## config.mk

```make
export PLATFORM = sky130hd
export DESIGN_NAME = spike_window_counter
export DESIGN_NICKNAME = d
export VERILOG_FILES = /design/src/rtl/spike_window_counter.sv
export SDC_FILE = /design/constraint.sdc
export NUM_CORES = 1
export LEC_CHECK = 0
export CORE_ASPECT_RATIO = 1.75
export CORE_MARGIN = 1.5
export CORE_UTILIZATION = 30
export CTS_CLUSTER_SIZE = 14
export DETAILED_ROUTE_END_ITERATION = 12
export SETUP_SLACK_MARGIN = 0.4
export SKIP_CTS_REPAIR_TIMING = 1
export SLEW_MARGIN = 25
export SYNTH_ARGS = -nofsm -noshare
export SYNTH_HDL_FRONTEND = slang
export SYNTH_SLANG_ARGS = --single-unit
```

## constraint.sdc

```tcl
create_clock -name clk -period 4.6 [get_ports clk]
set_clock_uncertainty 0.05 [all_clocks]
set_input_delay 0.92 -clock clk [delete_from_list [all_inputs] [get_ports clk]]
set_output_delay 0.92 -clock clk [all_outputs]
set_load 0.02 [all_outputs]
```

## src/rtl/spike_window_counter.sv

```systemverilog
// Counts spikes across all lanes over a programmable window of enabled cycles
// and queues each window's {saturated, count} result in a small FIFO.
module spike_window_counter #(
    parameter int LANES      = 8,
    parameter int CNT_W      = 8,
    parameter int FIFO_DEPTH = 2
) (
    input  logic             clk,
    input  logic             rst_n,
    input  logic             ena,
    input  logic [LANES-1:0] spikes_in,
    input  logic [7:0]       win_len,
    input  logic             start,
    input  logic             stop,
    input  logic             out_ready,
    output logic             out_valid,
    output logic [CNT_W-1:0] out_count,
    output logic             out_sat,
    output logic             busy,
    output logic             drop
);

    localparam int PC_W   = $clog2(LANES + 1);
    localparam int SUM_W  = ((CNT_W > PC_W) ? CNT_W : PC_W) + 1;
    localparam int PTR_W  = (FIFO_DEPTH > 1) ? $clog2(FIFO_DEPTH) : 1;
    localparam int FILL_W = $clog2(FIFO_DEPTH + 1);
    localparam logic [SUM_W-1:0] ACC_MAX = {{(SUM_W-CNT_W){1'b0}}, {CNT_W{1'b1}}};

    typedef enum logic [0:0] {ST_IDLE = 1'b0, ST_ACCUM = 1'b1} state_t;

    function automatic logic [PC_W-1:0] popcount(input logic [LANES-1:0] v);
        logic [PC_W-1:0] n;
        n = {PC_W{1'b0}};
        for (int i = 0; i < LANES; i++) begin
            n = n + PC_W'(v[i]);
        end
        return n;
    endfunction

    function automatic logic [PTR_W-1:0] ptr_inc(input logic [PTR_W-1:0] p);
        if (p == PTR_W'(FIFO_DEPTH - 1)) begin
            return {PTR_W{1'b0}};
        end else begin
            return p + PTR_W'(1);
        end
    endfunction

    state_t             state_q, state_d;
    logic [CNT_W-1:0]   acc_q, acc_d;
    logic               sat_q, sat_d;
    logic [8:0]         cnt_q, cnt_d;
    logic [8:0]         win_q, win_d;
    logic [CNT_W:0]     mem_q [FIFO_DEPTH];
    logic [CNT_W:0]     mem_d [FIFO_DEPTH];
    logic [PTR_W-1:0]   wr_ptr_q, wr_ptr_d, rd_ptr_q, rd_ptr_d;
    logic [FILL_W-1:0]  fill_q, fill_d;
    logic               drop_q, drop_d;

    logic [SUM_W-1:0]   sum_s;
    logic               clip_s;
    logic [CNT_W-1:0]   acc_sum_s;
    logic               close_s;
    logic               push_s;
    logic [CNT_W:0]     push_data_s;
    logic               pop_s, full_s, push_ok_s;

    // Window FSM: accumulate with saturation and close on the last enabled cycle
    always_comb begin
        state_d     = state_q;
        acc_d       = acc_q;
        sat_d       = sat_q;
        cnt_d       = cnt_q;
        win_d       = win_q;
        push_s      = 1'b0;
        sum_s       = SUM_W'(acc_q) + SUM_W'(popcount(spikes_in));
        clip_s      = (sum_s > ACC_MAX);
        acc_sum_s   = clip_s ? {CNT_W{1'b1}} : sum_s[CNT_W-1:0];
        close_s     = ((cnt_q + 9'd1) == win_q);
        push_data_s = {sat_q | clip_s, acc_sum_s};
        case (state_q)
            ST_IDLE: begin
                if (start && !stop) begin
                    state_d = ST_ACCUM;
                    win_d   = (win_len == 8'd0) ? 9'd256 : {1'b0, win_len};
                    acc_d   = {CNT_W{1'b0}};
                    sat_d   = 1'b0;
                    cnt_d   = 9'd0;
                end else begin
                    state_d = ST_IDLE;
                end
            end
            ST_ACCUM: begin
                if (stop) begin
                    state_d = ST_IDLE;
                    acc_d   = {CNT_W{1'b0}};
                    sat_d   = 1'b0;
                    cnt_d   = 9'd0;
                end else if (ena) begin
                    if (close_s) begin
                        push_s = 1'b1;
                        acc_d  = {CNT_W{1'b0}};
                        sat_d  = 1'b0;
                        cnt_d  = 9'd0;
                    end else begin
                        acc_d = acc_sum_s;
                        sat_d = sat_q | clip_s;
                        cnt_d = cnt_q + 9'd1;
                    end
                end else begin
                    state_d = ST_ACCUM;
                end
            end
            default: begin
                state_d = ST_IDLE;
            end
        endcase
    end

    // Result FIFO: a pop frees the head first, so push+pop on a full FIFO never drops
    always_comb begin
        mem_d     = mem_q;
        wr_ptr_d  = wr_ptr_q;
        rd_ptr_d  = rd_ptr_q;
        fill_d    = fill_q;
        pop_s     = (fill_q != {FILL_W{1'b0}}) && out_ready;
        full_s    = (fill_q == FILL_W'(FIFO_DEPTH));
        push_ok_s = push_s && (!full_s || pop_s);
        drop_d    = push_s && full_s && !pop_s;
        if (push_ok_s) begin
            mem_d[wr_ptr_q] = push_data_s;
            wr_ptr_d        = ptr_inc(wr_ptr_q);
        end else begin
            wr_ptr_d = wr_ptr_q;
        end
        if (pop_s) begin
            rd_ptr_d = ptr_inc(rd_ptr_q);
        end else begin
            rd_ptr_d = rd_ptr_q;
        end
        case ({push_ok_s, pop_s})
            2'b10:   fill_d = fill_q + FILL_W'(1);
            2'b01:   fill_d = fill_q - FILL_W'(1);
            default: fill_d = fill_q;
        endcase
    end

    // State registers with asynchronous clear
    always_ff @(posedge clk or negedge rst_n) begin
        if (!rst_n) begin
            state_q  <= ST_IDLE;
            acc_q    <= {CNT_W{1'b0}};
            sat_q    <= 1'b0;
            cnt_q    <= 9'd0;
            win_q    <= 9'd0;
            mem_q    <= '{default: {(CNT_W+1){1'b0}}};
            wr_ptr_q <= {PTR_W{1'b0}};
            rd_ptr_q <= {PTR_W{1'b0}};
            fill_q   <= {FILL_W{1'b0}};
            drop_q   <= 1'b0;
        end else begin
            state_q  <= state_d;
            acc_q    <= acc_d;
            sat_q    <= sat_d;
            cnt_q    <= cnt_d;
            win_q    <= win_d;
            mem_q    <= mem_d;
            wr_ptr_q <= wr_ptr_d;
            rd_ptr_q <= rd_ptr_d;
            fill_q   <= fill_d;
            drop_q   <= drop_d;
        end
    end

    assign out_valid = (fill_q != {FILL_W{1'b0}});
    assign out_count = mem_q[rd_ptr_q][CNT_W-1:0];
    assign out_sat   = mem_q[rd_ptr_q][CNT_W];
    assign busy      = (state_q == ST_ACCUM);
    assign drop      = drop_q;

endmodule

```

# Word level (Yosys, flattened, before mapping)
# Index checks and enable logic that the tools add are counted.
# word_totals
mem_count	0
mem_bits_rw	0
in_bits	22
latch_bits	0
romBits	0
register_bits	51
output_inout_bits	12
# op_classes
reduce_logical	15
magnitude_cmp	4
n_shift	0
mul	0
eq_ne	6
bitwise	4
add_sub_neg	13
div_mod_pow	0
n_mux	33
# ops
op	count
9-bit two-way mux	9
8-bit two-way mux	5
18-bit bitwise mux	1
9-bit one-hot mux with 2 select lines	1
4-bit by 1-bit adder with 4-bit output	4
8-bit one-hot mux with 2 select lines	1
1-bit two-way mux	12
8-bit by 4-bit adder with 9-bit output	1
9-bit by 1-bit adder with 9-bit output, second input constant	1
9-bit demux with 1-bit select	1
9-bit == test	1
9-bit by 8-bit > comparator with 1-bit output, second input constant	1
8-bit zero test	1
1-bit logical AND	6
3-bit by 1-bit adder with 4-bit output	1
2-bit == test, second input constant	2
2-bit greater-or-equal comparator, second input constant	2
1-bit NOT with 2-bit output	2
1-bit one-hot mux with 2 select lines	2
2-bit one-hot mux with 2 select lines	1
2-bit AND reduction	2
2-bit nonzero test	2
2-bit by 1-bit adder with 3-bit output	1
1-bit zero test	3
11 further kinds	12

# Longest topological paths before layout
# depth
ltp_word	14
ltp_mapped	13

# Worst setup path after synthesis
# No wires, ideal clock.
# synth_path
kind	input -> register
startpoint	in spikes_in[0]
endpoint	reg mem_q[15] (netlist name)
cell_stages	12
t_required_ns	4.425
t_arrival_ns	4.217
setup_slack_ns	0.208
n_path_buf	0
cell_sequence	fa_1 inv_1 fa_1 fa_1 fa_1 fa_1 nor2b_1 o21a_1 nor2_1 nor2_1 mux2_2 mux2_4
# synth_between
elab_chain_len	11
# synth_lines
item	line	rtl
start, declared	11	input logic [LANES-1:0] spikes_in,
1-bit by 1-bit adder with 2-bit output (*)	35	n = n + PC_W'(v[i]);
2-bit by 1-bit adder with 3-bit output (*)	35	
3-bit by 1-bit adder with 4-bit output (*)	35	
4-bit by 1-bit adder with 4-bit output (*) (4 in a row)	35	
8-bit by 4-bit adder with 9-bit output (*)	75	sum_s = SUM_W'(acc_q) + SUM_W'(popcount(spikes_in));
9-bit by 8-bit > comparator with 1-bit output	76	clip_s = (sum_s > ACC_MAX);
8-bit two-way mux (*)	77	acc_sum_s = clip_s ? {CNT_W{1'b1}} : sum_s[CNT_W-1:0];
18-bit bitwise mux (*)	130	mem_d[wr_ptr_q] = push_data_s;
end signal, assigned	166	mem_q <= mem_d;
end, declared	53	logic [CNT_W:0] mem_q [FIFO_DEPTH];
# Mark *: on every way between the ends. The rest lies on a longest branch, timed or not.
# A chain may end at the register's enable or synchronous reset.

# Final worst setup path
# layout_path
startpoint	in spikes_in[3]
endpoint	reg mem_q[15] (netlist name)
# layout_between
elab_chain_len	9
# layout_lines
item	line
3-bit by 1-bit adder with 4-bit output (*)	35
4-bit by 1-bit adder with 4-bit output (*) (4 in a row)	35
8-bit by 4-bit adder with 9-bit output (*)	75
9-bit by 8-bit > comparator with 1-bit output	76
8-bit two-way mux (*)	77
18-bit bitwise mux (*)	130
# Marked as above.

==> results.txt <==
----------------------------------------------------
[Outcome]
  Run status ... complete, no violations

[Cells and area]
  Final std cells w/o fill ... around 450
  Post-synthesis to final-layout area growth ... 22.9%
  Number of antenna repair diodes ... 0
  Final Net Count ... between 300 and 400
  Post-route core utilization ... 0.375
  Share of layout cells above drive strength 1 ... 0.255

[Setup path]
  Register-to-register setup slack ... 1.15 ns
  Critical path capture point type ... register
  CP arrival ... 4.46 ns
  Delay of the slowest cell on the worst path ... roughly 0.53 ns
  Critical path cell sequence ... buf_6 -> fa_1 -> inv_1 -> fa_1 -> fa_1 -> fa_2 -> fa_2 -> nor2b_2 -> o21a_1 -> nor2_2 -> nor2_2 -> mux2_4 -> mux2_4
  R2R cell count ... 11
  CP max-delay cell ... sky130_fd_sc_hd__fa_1
  Launching element type of the critical path ... primary input
  Number of cells on the critical path ... 13
  Number of buffer and inverter stages on the critical path ... 2
  Family of cells with the greatest summed delay on the critical path ... adder cells
  Cell seen most often among critical-path stages ... sky130_fd_sc_hd__fa_1
  Worst Path Required ... about 4.7 ns
  Worst setup path category ... primary input to register
  CP max FO ... 3

[Placement]
  Dpl hpwl ... approximately 4800 um
  Placed Cells incl. Taps ... roughly 440
  GP Congestion ... slightly above 0.8
  Count of buffers inserted at the top-level ports ... 33

[Clocking]
  Number of clock sinks ... 51
  Clock buffer depth ... 2
  Cell at the root of the clock tree ... sky130_fd_sc_hd__clkbuf_16
  Worst skew pair latency ... about 0.29 ns
  Number of buffers added by the clock tree synthesis step ... 5
  TritonCTS clock tree ... done
  Clock-pin slew of the registers on the worst-case setup and hold paths ... roughly 0.06 ns
  CTS HTree Levels ... 2

[Detailed routing]
  Via count normalized by instance count ... ~5
  Vias post-DR ... approximately 2300
  Detailed Routing Iterations Pass 1 ... 6
  Average wire per standard cell ... ~14 um
  Detailed-route DRC error count ... 0
  Final routed wirelength across all metal layers ... 6460 um
  Antenna-violating nets left ... 0
  Starting DRC count in detailed routing ... 85

[GRT]
  Met2 routing resource usage after global routing ... 0.235
  Most used routing layer in global routing ... met2
  Met3 track demand over resource in global routing ... 0.0258
  Pin count of the biggest net entering global routing ... 52
  Global Route Usage Sum ... 0.131
  Met1 global-route usage ... 0.146
  Via count of the first global-routing pass ... 2360
  GRT overflow ... 0
  Number of antenna violations at the first check in global routing ... 0
  First-pass GRT wire length ... around 11000 um

[STA]
  Period utilisation layout ... 0.943
  Min Clock Period, post-route ... 4.34 ns
  Unrepaired setup endpoints after global routing ... yes
  Maximum clock rate ... ~230 MHz
  Remaining max-slew budget at the tightest pin ... 0.558
  Number of hold-slack violations in the final timing report ... 0
  Setup Viol. Count Final ... 0
  Slew Viols, Final ... 0
  Minimum hold slack ... 0.435 ns
  Transition at the pin with the smallest max-transition slack ... about 0.66 ns

[Synth]
  Main area contributors after synthesis ... sky130_fd_sc_hd__dfrtp_1, sky130_fd_sc_hd__mux2_4, sky130_fd_sc_hd__mux2_2
  Number of warnings printed during yosys synthesis ... 0
  Synthesized area per cell ... ~11 sq um
  Instance count of the mapped netlist ... roughly 290
  Count of flip-flops with a built-in enable after synthesis ... 0
  Primary flip-flop cell chosen by synthesis mapping ... sky130_fd_sc_hd__dfrtp_1
  Count of cell types in the netlist ... 53
  Netlist Area Pre-Place ... approximately 3100 sq um
  Dominant cell type by area after synthesis ... sky130_fd_sc_hd__dfrtp_1
  Async SR Flop Fraction ... 1.00
  Number of flip-flops and latches in the synthesized netlist ... 51
  Area share of the largest cell type after synthesis ... 0.411
  Post-Syn Nets ... ~320
  Sequential-to-total area share from yosys stat ... 0.411

[Floorplanning]
  Area of the core region ... around 10000 sq um
  Count of standard-cell rows ... 49
  Overall die height ... approximately 140 um
  Top-Level Pins ... 34
  Width of the chip ... around 80 um
  Initial Utilization ... 0.305
  Die Area ... ~11000 sq um

[Min path]
  Cells on Worst Hold Path ... 1
  Path class of the lowest-slack min-delay path ... register to register

[Pwr]
  Total Power Consumption ... ~1200 uW
  Leak pwr ... around 0.0017 uW
  Pwr per Cell Area ... 321 nW/um^2
  Highest ir drop seen on vdd ... 0.000161 V

[Job]
  Maximum Capacitance Violations ... 0

----------------------------------------------------
## report_power, final
group	internal (uW)	switching, uW
clock network	201	161
logic	172	162
registers	485	46.8
total	858	369
## Yosys cell counts, types with 4 or more instances
| library cell | instances |
|---|---|
| sky130_fd_sc_hd__dfrtp_1 | 51 |
| sky130_fd_sc_hd__nand2_1 | 25 |
| sky130_fd_sc_hd__mux2_2 | 19 |
| sky130_fd_sc_hd__mux2_4 | 18 |
| sky130_fd_sc_hd__inv_1 | 14 |
| sky130_fd_sc_hd__o21ai_0 | 10 |
| sky130_fd_sc_hd__xor2_1 | 10 |
| sky130_fd_sc_hd__nand3_1 | 9 |
| sky130_fd_sc_hd__nor2_1 | 9 |
| sky130_fd_sc_hd__a21oi_1 | 8 |
| sky130_fd_sc_hd__ha_1 | 8 |
| sky130_fd_sc_hd__clkbuf_1 | 7 |
| sky130_fd_sc_hd__nor2b_1 | 7 |
| sky130_fd_sc_hd__o31ai_1 | 7 |
| sky130_fd_sc_hd__a41oi_1 | 6 |
| sky130_fd_sc_hd__o21a_1 | 6 |
| sky130_fd_sc_hd__xnor2_1 | 6 |
| sky130_fd_sc_hd__fa_1 | 5 |
| sky130_fd_sc_hd__o41ai_1 | 5 |
| sky130_fd_sc_hd__buf_2 | 4 |
| sky130_fd_sc_hd__nand2b_1 | 4 |
## registers in the layout, indices dropped and copies added (netlist names)
signal / flops
rd_ptr_q: 1
fill_q: 2
mem_q: 18
acc_q: 8
sat_q: 1
drop: 1
cnt_q: 9
win_q: 9
busy: 1
wr_ptr_q: 1
## layer usage
layer  routed length [um]  part of all wire  up-vias
met4                  146             0.023        0
met1                 2510              0.39     1128
li1                     -                 -     1115
met3                  227             0.035       10
met5                    0                 0        -
met2                 3580              0.55       41
## worst register-to-register path, stage by stage, from the launching register on
cell and delay (ns):
sky130_fd_sc_hd__dfrtp_1 0.39, sky130_fd_sc_hd__inv_1 0.07, sky130_fd_sc_hd__fa_1 0.43, sky130_fd_sc_hd__fa_1 0.50
sky130_fd_sc_hd__fa_2 0.41, sky130_fd_sc_hd__fa_2 0.41, sky130_fd_sc_hd__nor2b_2 0.13, sky130_fd_sc_hd__o21a_1 0.18
sky130_fd_sc_hd__nor2_2 0.06, sky130_fd_sc_hd__nor2_2 0.14, sky130_fd_sc_hd__mux2_4 0.32, sky130_fd_sc_hd__mux2_4 0.26
## logic make-up (layout without fill, tap and decap cells)
logic type | count (synthesis) | count (layout) | synth area share
flops | 51 | 51 | 0.411
simple gates | 82 | 82 | 0.146
xor+xnor | 17 | 17 | 0.0503
mux | 37 | 37 | 0.156
compound gates | 58 | 58 | 0.134
buf+inv | 28 | 67 | 0.0391
fa+ha+maj | 13 | 13 | 0.0644
## cell type report
cell class	count	area, sq um
clock buffer	6	129
clock inverter	2	12.5
fill	1046	6360
inverter	14	52.6
multi-input combinational	207	1780
sequential	51	1280
tap	127	159
timing repair buffer	45	414
## final timing paths
path / startpoint / endpoint
max reg2reg: acc_q[0] / mem_q[15]
min reg2reg: fill_q[1] / fill_q[1]
max in group asynchronous: rst_n / acc_q[4]
min in group asynchronous: rst_n / drop
max: spikes_in[3] / mem_q[15]
min: fill_q[1] / fill_q[1]
## stage by stage
stage	cell area, sq um	setup WS (ns)	setup TNS, ns
floorplan	3120	0.305	0
global placement	3620	-0.241	-2.74
detailed placement	3620	-0.279	-3.52
CTS	3760	0.0294	0
global route	3820	0.156	0
finish	3820	0.261	0
## cell usage in the layout, fill, tap and decap left out, types with 3 or more instances in the layout
master | synthesis | routed
sky130_fd_sc_hd__dfrtp_1 | 51 | 51
sky130_fd_sc_hd__clkdlybuf4s50_1 | 0 | 29
sky130_fd_sc_hd__nand2_1 | 25 | 23
sky130_fd_sc_hd__mux2_4 | 18 | 20
sky130_fd_sc_hd__mux2_2 | 19 | 17
sky130_fd_sc_hd__inv_1 | 14 | 14
sky130_fd_sc_hd__buf_4 | 1 | 12
sky130_fd_sc_hd__xor2_1 | 10 | 9
sky130_fd_sc_hd__nand3_1 | 9 | 9
sky130_fd_sc_hd__o21ai_0 | 10 | 9
sky130_fd_sc_hd__ha_1 | 8 | 8
sky130_fd_sc_hd__nor2_1 | 9 | 7
sky130_fd_sc_hd__o31ai_1 | 7 | 7
sky130_fd_sc_hd__xnor2_1 | 6 | 6
sky130_fd_sc_hd__nor2b_1 | 7 | 6
sky130_fd_sc_hd__o21a_1 | 6 | 6
sky130_fd_sc_hd__a41oi_1 | 6 | 6
sky130_fd_sc_hd__a21oi_1 | 8 | 5
sky130_fd_sc_hd__o41ai_1 | 5 | 5
sky130_fd_sc_hd__clkbuf_16 | 0 | 5
sky130_fd_sc_hd__and2_1 | 3 | 3
sky130_fd_sc_hd__and3_1 | 3 | 3
sky130_fd_sc_hd__nand2b_1 | 4 | 3
sky130_fd_sc_hd__nor3_1 | 3 | 3
sky130_fd_sc_hd__nor2_2 | 1 | 3
sky130_fd_sc_hd__nor4_1 | 3 | 3
sky130_fd_sc_hd__a21oi_2 | 0 | 3
sky130_fd_sc_hd__a22o_1 | 3 | 3
sky130_fd_sc_hd__fa_1 | 5 | 3
No activity file was read; power rests on OpenSTA's default activity.
